$ cat src/rtl/logic_unit.sv
// Registered WIDTH-bit bitwise logic unit with a one-deep valid/ready output stage.
// Flags track the stored result; an accumulate mode reuses that result as operand B.
module logic_unit #(
  parameter int WIDTH = 8,
  parameter int CNT_W = 16
) (
  input  logic             clk,
  input  logic             rst,
  input  logic             in_valid,
  output logic             in_ready,
  input  logic [WIDTH-1:0] a,
  input  logic [WIDTH-1:0] b,
  input  logic [2:0]       op,
  input  logic             acc_en,
  output logic             out_valid,
  input  logic             out_ready,
  output logic [WIDTH-1:0] result,
  output logic             zero_out,
  output logic             parity_out,
  output logic [CNT_W-1:0] op_count
);

  typedef enum logic [2:0] {
    OP_AND  = 3'd0,
    OP_OR   = 3'd1,
    OP_NOTA = 3'd2,
    OP_NAND = 3'd3,
    OP_NOR  = 3'd4,
    OP_XOR  = 3'd5,
    OP_XNOR = 3'd6,
    OP_PASS = 3'd7
  } op_e;

  localparam logic [CNT_W-1:0] CNT_MAX = {CNT_W{1'b1}};

  logic [WIDTH-1:0] result_q, result_d;
  logic             zero_q, zero_d;
  logic             parity_q, parity_d;
  logic             valid_q, valid_d;
  logic [CNT_W-1:0] count_q, count_d;

  logic [WIDTH-1:0] b_eff;
  logic [WIDTH-1:0] fn_res;
  logic             accept;
  logic             consume;

  // The output stage frees up when it is empty or being drained this edge.
  assign in_ready = !valid_q || out_ready;
  assign accept   = in_valid && in_ready;
  assign consume  = valid_q && out_ready;

  always_comb begin
    // NOTE: every always_comb output gets a default first so no path can infer a latch.
    fn_res = '0;
    b_eff  = acc_en ? result_q : b;
    unique case (op_e'(op))
      OP_AND:  fn_res = a & b_eff;
      OP_OR:   fn_res = a | b_eff;
      OP_NOTA: fn_res = ~a;
      OP_NAND: fn_res = ~(a & b_eff);
      OP_NOR:  fn_res = ~(a | b_eff);
      OP_XOR:  fn_res = a ^ b_eff;
      OP_XNOR: fn_res = ~(a ^ b_eff);
      OP_PASS: fn_res = a;
      default: fn_res = '0;
    endcase
  end

  always_comb begin
    result_d = result_q;
    zero_d   = zero_q;
    parity_d = parity_q;
    valid_d  = valid_q;
    count_d  = count_q;
    if (accept) begin
      result_d = fn_res;
      zero_d   = (fn_res == '0);
      parity_d = ^fn_res;
      valid_d  = 1'b1;
      if (count_q != CNT_MAX) count_d = count_q + CNT_W'(1);
    end else if (consume) begin
      // Result and flags are kept so accumulate can still chain from them.
      valid_d = 1'b0;
    end
  end

  always_ff @(posedge clk) begin
    // NOTE: sequential state uses non-blocking assignments so all registers update together.
    if (rst) begin
      result_q <= '0;
      zero_q   <= 1'b1;
      parity_q <= 1'b0;
      valid_q  <= 1'b0;
      count_q  <= '0;
    end else begin
      result_q <= result_d;
      zero_q   <= zero_d;
      parity_q <= parity_d;
      valid_q  <= valid_d;
      count_q  <= count_d;
    end
  end

  assign result     = result_q;
  assign zero_out   = zero_q;
  assign parity_out = parity_q;
  assign out_valid  = valid_q;
  assign op_count   = count_q;

endmodule

$ cat config.mk
export PLATFORM = sky130hd
export DESIGN_NAME = logic_unit
export DESIGN_NICKNAME = d
export VERILOG_FILES = /design/src/rtl/logic_unit.sv
export SDC_FILE = /design/constraint.sdc
export NUM_CORES = 1
export LEC_CHECK = 0
export BUFFER_PORTS_ARGS = -buffer_cell sky130_fd_sc_hd__buf_2
export CORE_MARGIN = 8
export CORE_UTILIZATION = 44
export DETAILED_ROUTE_END_ITERATION = 7
export PLACE_DENSITY_LB_ADDON = 0.1
export SYNTH_ARGS = -nofsm -noshare
export SYNTH_HDL_FRONTEND = slang
export SYNTH_SLANG_ARGS = --single-unit
$ cat constraint.sdc
create_clock -name clk -period 2.9 [get_ports clk]
set_input_delay 0.145 -clock clk [delete_from_list [all_inputs] [get_ports clk]]
set_output_delay 0.145 -clock clk [all_outputs]
set_load 0.02 [all_outputs]
# After elaboration in Yosys (flattened, before gate mapping)
# Index checks and enable logic that the tools add are counted.
# totals
elab_cells	34
out_inout_bits	28
input_bits	24
ff_bits	27
# classes
n_reduce_logical	9
addsub	1
n_eq_ne	8
bitwise_logic	7
mux	4
# op_table
operator	count
case mux 8 bit (8 select lines)	1
inverter 8 bit	4
adder 16 x 1 -> 16 bit (second input constant)	1
inequality test 16 bit (second input constant)	1
equality test 3 bit (second input constant)	4
AND 8 bit	1
zero test 8 bit	1
two-way mux 8 bit	1
bitwise OR 8 bit	1
XOR reduction 8 bit	1
XOR 8 bit	1
equality test 3 x 2 -> 1 bit (second input constant)	2
equality test 3 x 1 -> 1 bit (second input constant)	1
zero test 3 bit	1
logical AND 1 bit	2
two-way mux 1 bit	2
AND reduction 2 bit	1
nonzero test 2 bit	1
zero test 1 bit	1
logical OR 1 bit	1

# Logic depth before layout (Yosys ltp)
# depth
word_depth	5
mapped_depth	12
ltp_nobuf	11

# Worst setup path after synthesis
# No wires, ideal clock.
# synth_timing
path_type	input to register
from	input port acc_en
to	register parity_q (netlist: parity_out)
required_time_ps	2814
setup_slack_ps	416
cell_stages	10
setup_time_ps	86
path_buffers	1
arrival_ps	2399
cell_sequence	clkbuf_1 mux2i_1 ha_1 nor2_1 a21oi_1 mux4_2 ha_1 xnor2_1 xnor2_1 a211oi_1
# synth_between
elab_chain_cells	5
elab_cells_between_ends	9
cone_classes	mux: 2; bitwise: 6; reduce/logical: 1
# synth_lines
item	line	text
start: declaration	14	input logic acc_en,
two-way mux 8 bit (*)	55	b_eff = acc_en ? result_q : b;
XOR 8 bit, or another cell as far along	62, 63	
inverter 8 bit (on tied branches)	63, 60, 61	
case mux 8 bit (8 select lines) (*)	56	unique case (op_e'(op))
XOR reduction 8 bit (*)	78	parity_d = ^fn_res;
end signal: assignment	98	parity_q <= parity_d;
end: declaration	38	logic parity_q, parity_d;
# Every way passes the cells marked *; elsewhere a longest branch is shown, timed or not.
# A chain may end at the register's enable or synchronous reset.

# Worst setup path after layout
# layout_timing
from	register result_q[7] (netlist: result[7])
to	register parity_q (netlist: parity_out)
# layout_between
elab_chain_cells	5
elab_cells_between_ends	9
cone_classes	mux: 2; bitwise: 6; reduce/logical: 1
# layout_lines
item	line	text
start: declaration	36	logic [WIDTH-1:0] result_q, result_d;
start signal: assignment	96	result_q <= result_d;
two-way mux 8 bit (*)	55	
XOR 8 bit, or another cell as far along	62, 63	
inverter 8 bit (on tied branches)	63, 60, 61	
case mux 8 bit (8 select lines) (*)	56	
XOR reduction 8 bit (*)	78	
# Marks and branches as above.

==> flow_summary.ini <==
[status]
status = finished, final reports clean

[route]
ant_nets = 0
drt_pass1_iterations = 4
vias_per_cell = 5.24
dr_total_vias = 2011
routedWlPerCell_um = 14.2
routed_wl_um = 5440
drcViolationCount = 0
drt-initial-drc-count = 83

[placement]
pre_cts_slack_ns = 0.278
gp_congestion = 0.829
numPortBuffers = 51
hpwl_um = 4170

[global_route]
grt_util_all_layers_pct = 14.5
grt_max_degree = 29
grt_pass1_vias = 1959
top_usage_layer = met2
use_met2_pct = 23.1
use_met1_pct = 19.3
antenna_found_initial = 0
use_met3_pct = 4.43
grt_first_pass_wirelength_um = 9160
overflow = 0

[synth]
ys_seq_elements = 27
avgSynthCellArea_um2 = 8.11
ys_types = 51
syn_area_mm2 = 0.00224
seq_area_frac_synth_pct = 24.2
synth_ff_type = dfxtp_1
ys_async_sr_fraction_pct = 0
syn_nets = 321
synth_enable_flop_cells = 0
synthCells = 276
synth_warnings = 0

[timing]
tightestPinTransition_ns = 0.515
timing.hold.ws_ns = 0.165
setup_viol = 0
fin_ws_ns = 0.469
hold_violations = 0
fmax_mhz = 411
min_period_ns = 2.43
rsz0062_at_grt = no
final.setup.tns_ns = 0
fin_crit_sh_pct = 83.8
slew_viol_final = 0
finClkSkew_ns = 0.00186
relSlewSlack_pct = 65.4

[critical_path]
crit_type = reg2reg
endpoint_kind = register
reg2reg_depth = 10
start_kind = register
crit_end = parity_out$_SDFFE_PP0P_
r2r-start = result[7]$_SDFFE_PP0P_
reg2reg_setup_slack_ns = 0.47
startpoint = result[7]$_SDFFE_PP0P_
worstPathArrival_ns = 2.62
timing.critical_path.required_ns = 3.09
r2r_end = parity_out$_SDFFE_PP0P_
crit_path_max_fanout = 4

[layout]
fin_nets = 360
syn2layout_area_growth_pct = 13.6
layout_commonest_cell = buf_2
num_antenna_cells = 0
drive_gt1_share_pct = 22.0
layout_common_cells = buf_2, nor2_1, dfxtp_1

[clocking]
clock_latency_ns = 0.27
cts_sinks = 27
cts-resized-gates = 0
htree_levels = 1
postCtsSetupBuffers = 0
clk_path_buf_depth = 2
cts_root_buf = clkbuf_8
cts_buffers = 3
tritoncts = built
ctsHoldBuffers = 0
clk_pin_slew_ns = 0.09

[pwr]
p_total_w = 0.000935
peakVddDrop_mv = 0.274
leakagePower_nw = 1.16
p_per_area_mw_per_mm2 = 368

[floorplan]
coreArea_mm2 = 0.00501
die_area_mm2 = 0.00762
io_pins = 52
initial_utilization_pct = 44.7
chipHeight_um = 87.3
die_x_um = 87.3
rows = 26

[hold_path]
min_path_type = in2reg

[flow_run]
cap_violations = 0
==> layout make-up <==
class | count | area (µm²)
Fill cell | 528 | 2470
Tap cell | 70 | 87.6
Sequential cell | 27 | 541
Clock buffer | 4 | 45.0
Multi-Input combinational cell | 205 | 1510
Inverter | 26 | 97.6
Timing Repair Buffer | 52 | 263
==> power breakdown <==
part	internal [W]	switching, W	leakage, nW
registers	0.000390	0.0000167	0.220
clock network	0.0000984	0.000114	0.0228
logic	0.000137	0.000180	0.917
==> kinds of logic after synthesis <==
| kind of cell | after synthesis | share of synthesized area, % |
|---|---|---|
| compound gates | 62 | 18.3 |
| xor+xnor | 14 | 5.48 |
| fa+ha+maj | 21 | 11.7 |
| buf+inv | 44 | 8.39 |
| flops | 27 | 24.2 |
| mux | 18 | 9.73 |
| simple gates | 90 | 22.1 |
==> sequential cells by signal, summed over array words and instances (netlist names) <==
| signal | flops |
|---|---|
| op_count | 16 |
| result | 8 |
| out_valid | 1 |
| parity_out | 1 |
| zero_out | 1 |
==> cells in the mapped netlist (8+ instances only) <==
cell type / number / area, µm²
a21oi_1: 15 / 75.1
inv_1: 25 / 93.8
mux2i_1: 15 / 150
xnor2_1: 13 / 114
dfxtp_1: 27 / 541
nor2_1: 33 / 124
nor3_1: 9 / 45.0
ha_1: 21 / 263
a211oi_1: 15 / 113
buf_2: 8 / 40.0
o21ai_0: 10 / 50.1
nand2_1: 16 / 60.1
==> worst min path at each step <==
stage	from	end	slack, ns	cells after the start
after floorplan	in_valid	out_valid$_SDFFE_PP0P_	0.27	2
final	in_valid	out_valid$_SDFFE_PP0P_	0.16	3
after global placement	zero_out$_SDFFE_PP1P_	zero_out$_SDFFE_PP1P_	0.45	1
after CTS	in_valid	out_valid$_SDFFE_PP0P_	0.16	3
after detailed placement	in_valid	out_valid$_SDFFE_PP0P_	0.45	3
after global routing	in_valid	out_valid$_SDFFE_PP0P_	0.19	3
==> per-stage QoR <==
stage	util [%]	area, µm²	instances
4_1_cts	50.7	2540	384
6_report	50.7	2540	384
2_1_floorplan	-	2240	276
5_1_grt	50.7	2540	384
3_5_place_dp	49.9	2500	380
3_3_place_gp	49.9	2500	380
==> worst max-delay path, cell delays in order, from the launching register on <==
cell      delay (ns)
dfxtp_1         0.35
mux2i_1         0.22
ha_1            0.31
nor2b_1         0.17
nor3_1          0.08
o32ai_1         0.28
a21oi_1         0.13
ha_1            0.30
xnor2_1         0.20
xnor2_1         0.09
a211oi_1        0.22
==> layer usage <==
metal  part of all wire (%)  up-vias  wire [µm]
li1                       -     1057          -
met3                    5.7        2        310
met2                     43       37       2360
met4                   0.17        0          9
met5                      0        -          0
met1                     51      915       2760
Note: power is estimated with default switching activity, not from simulation.
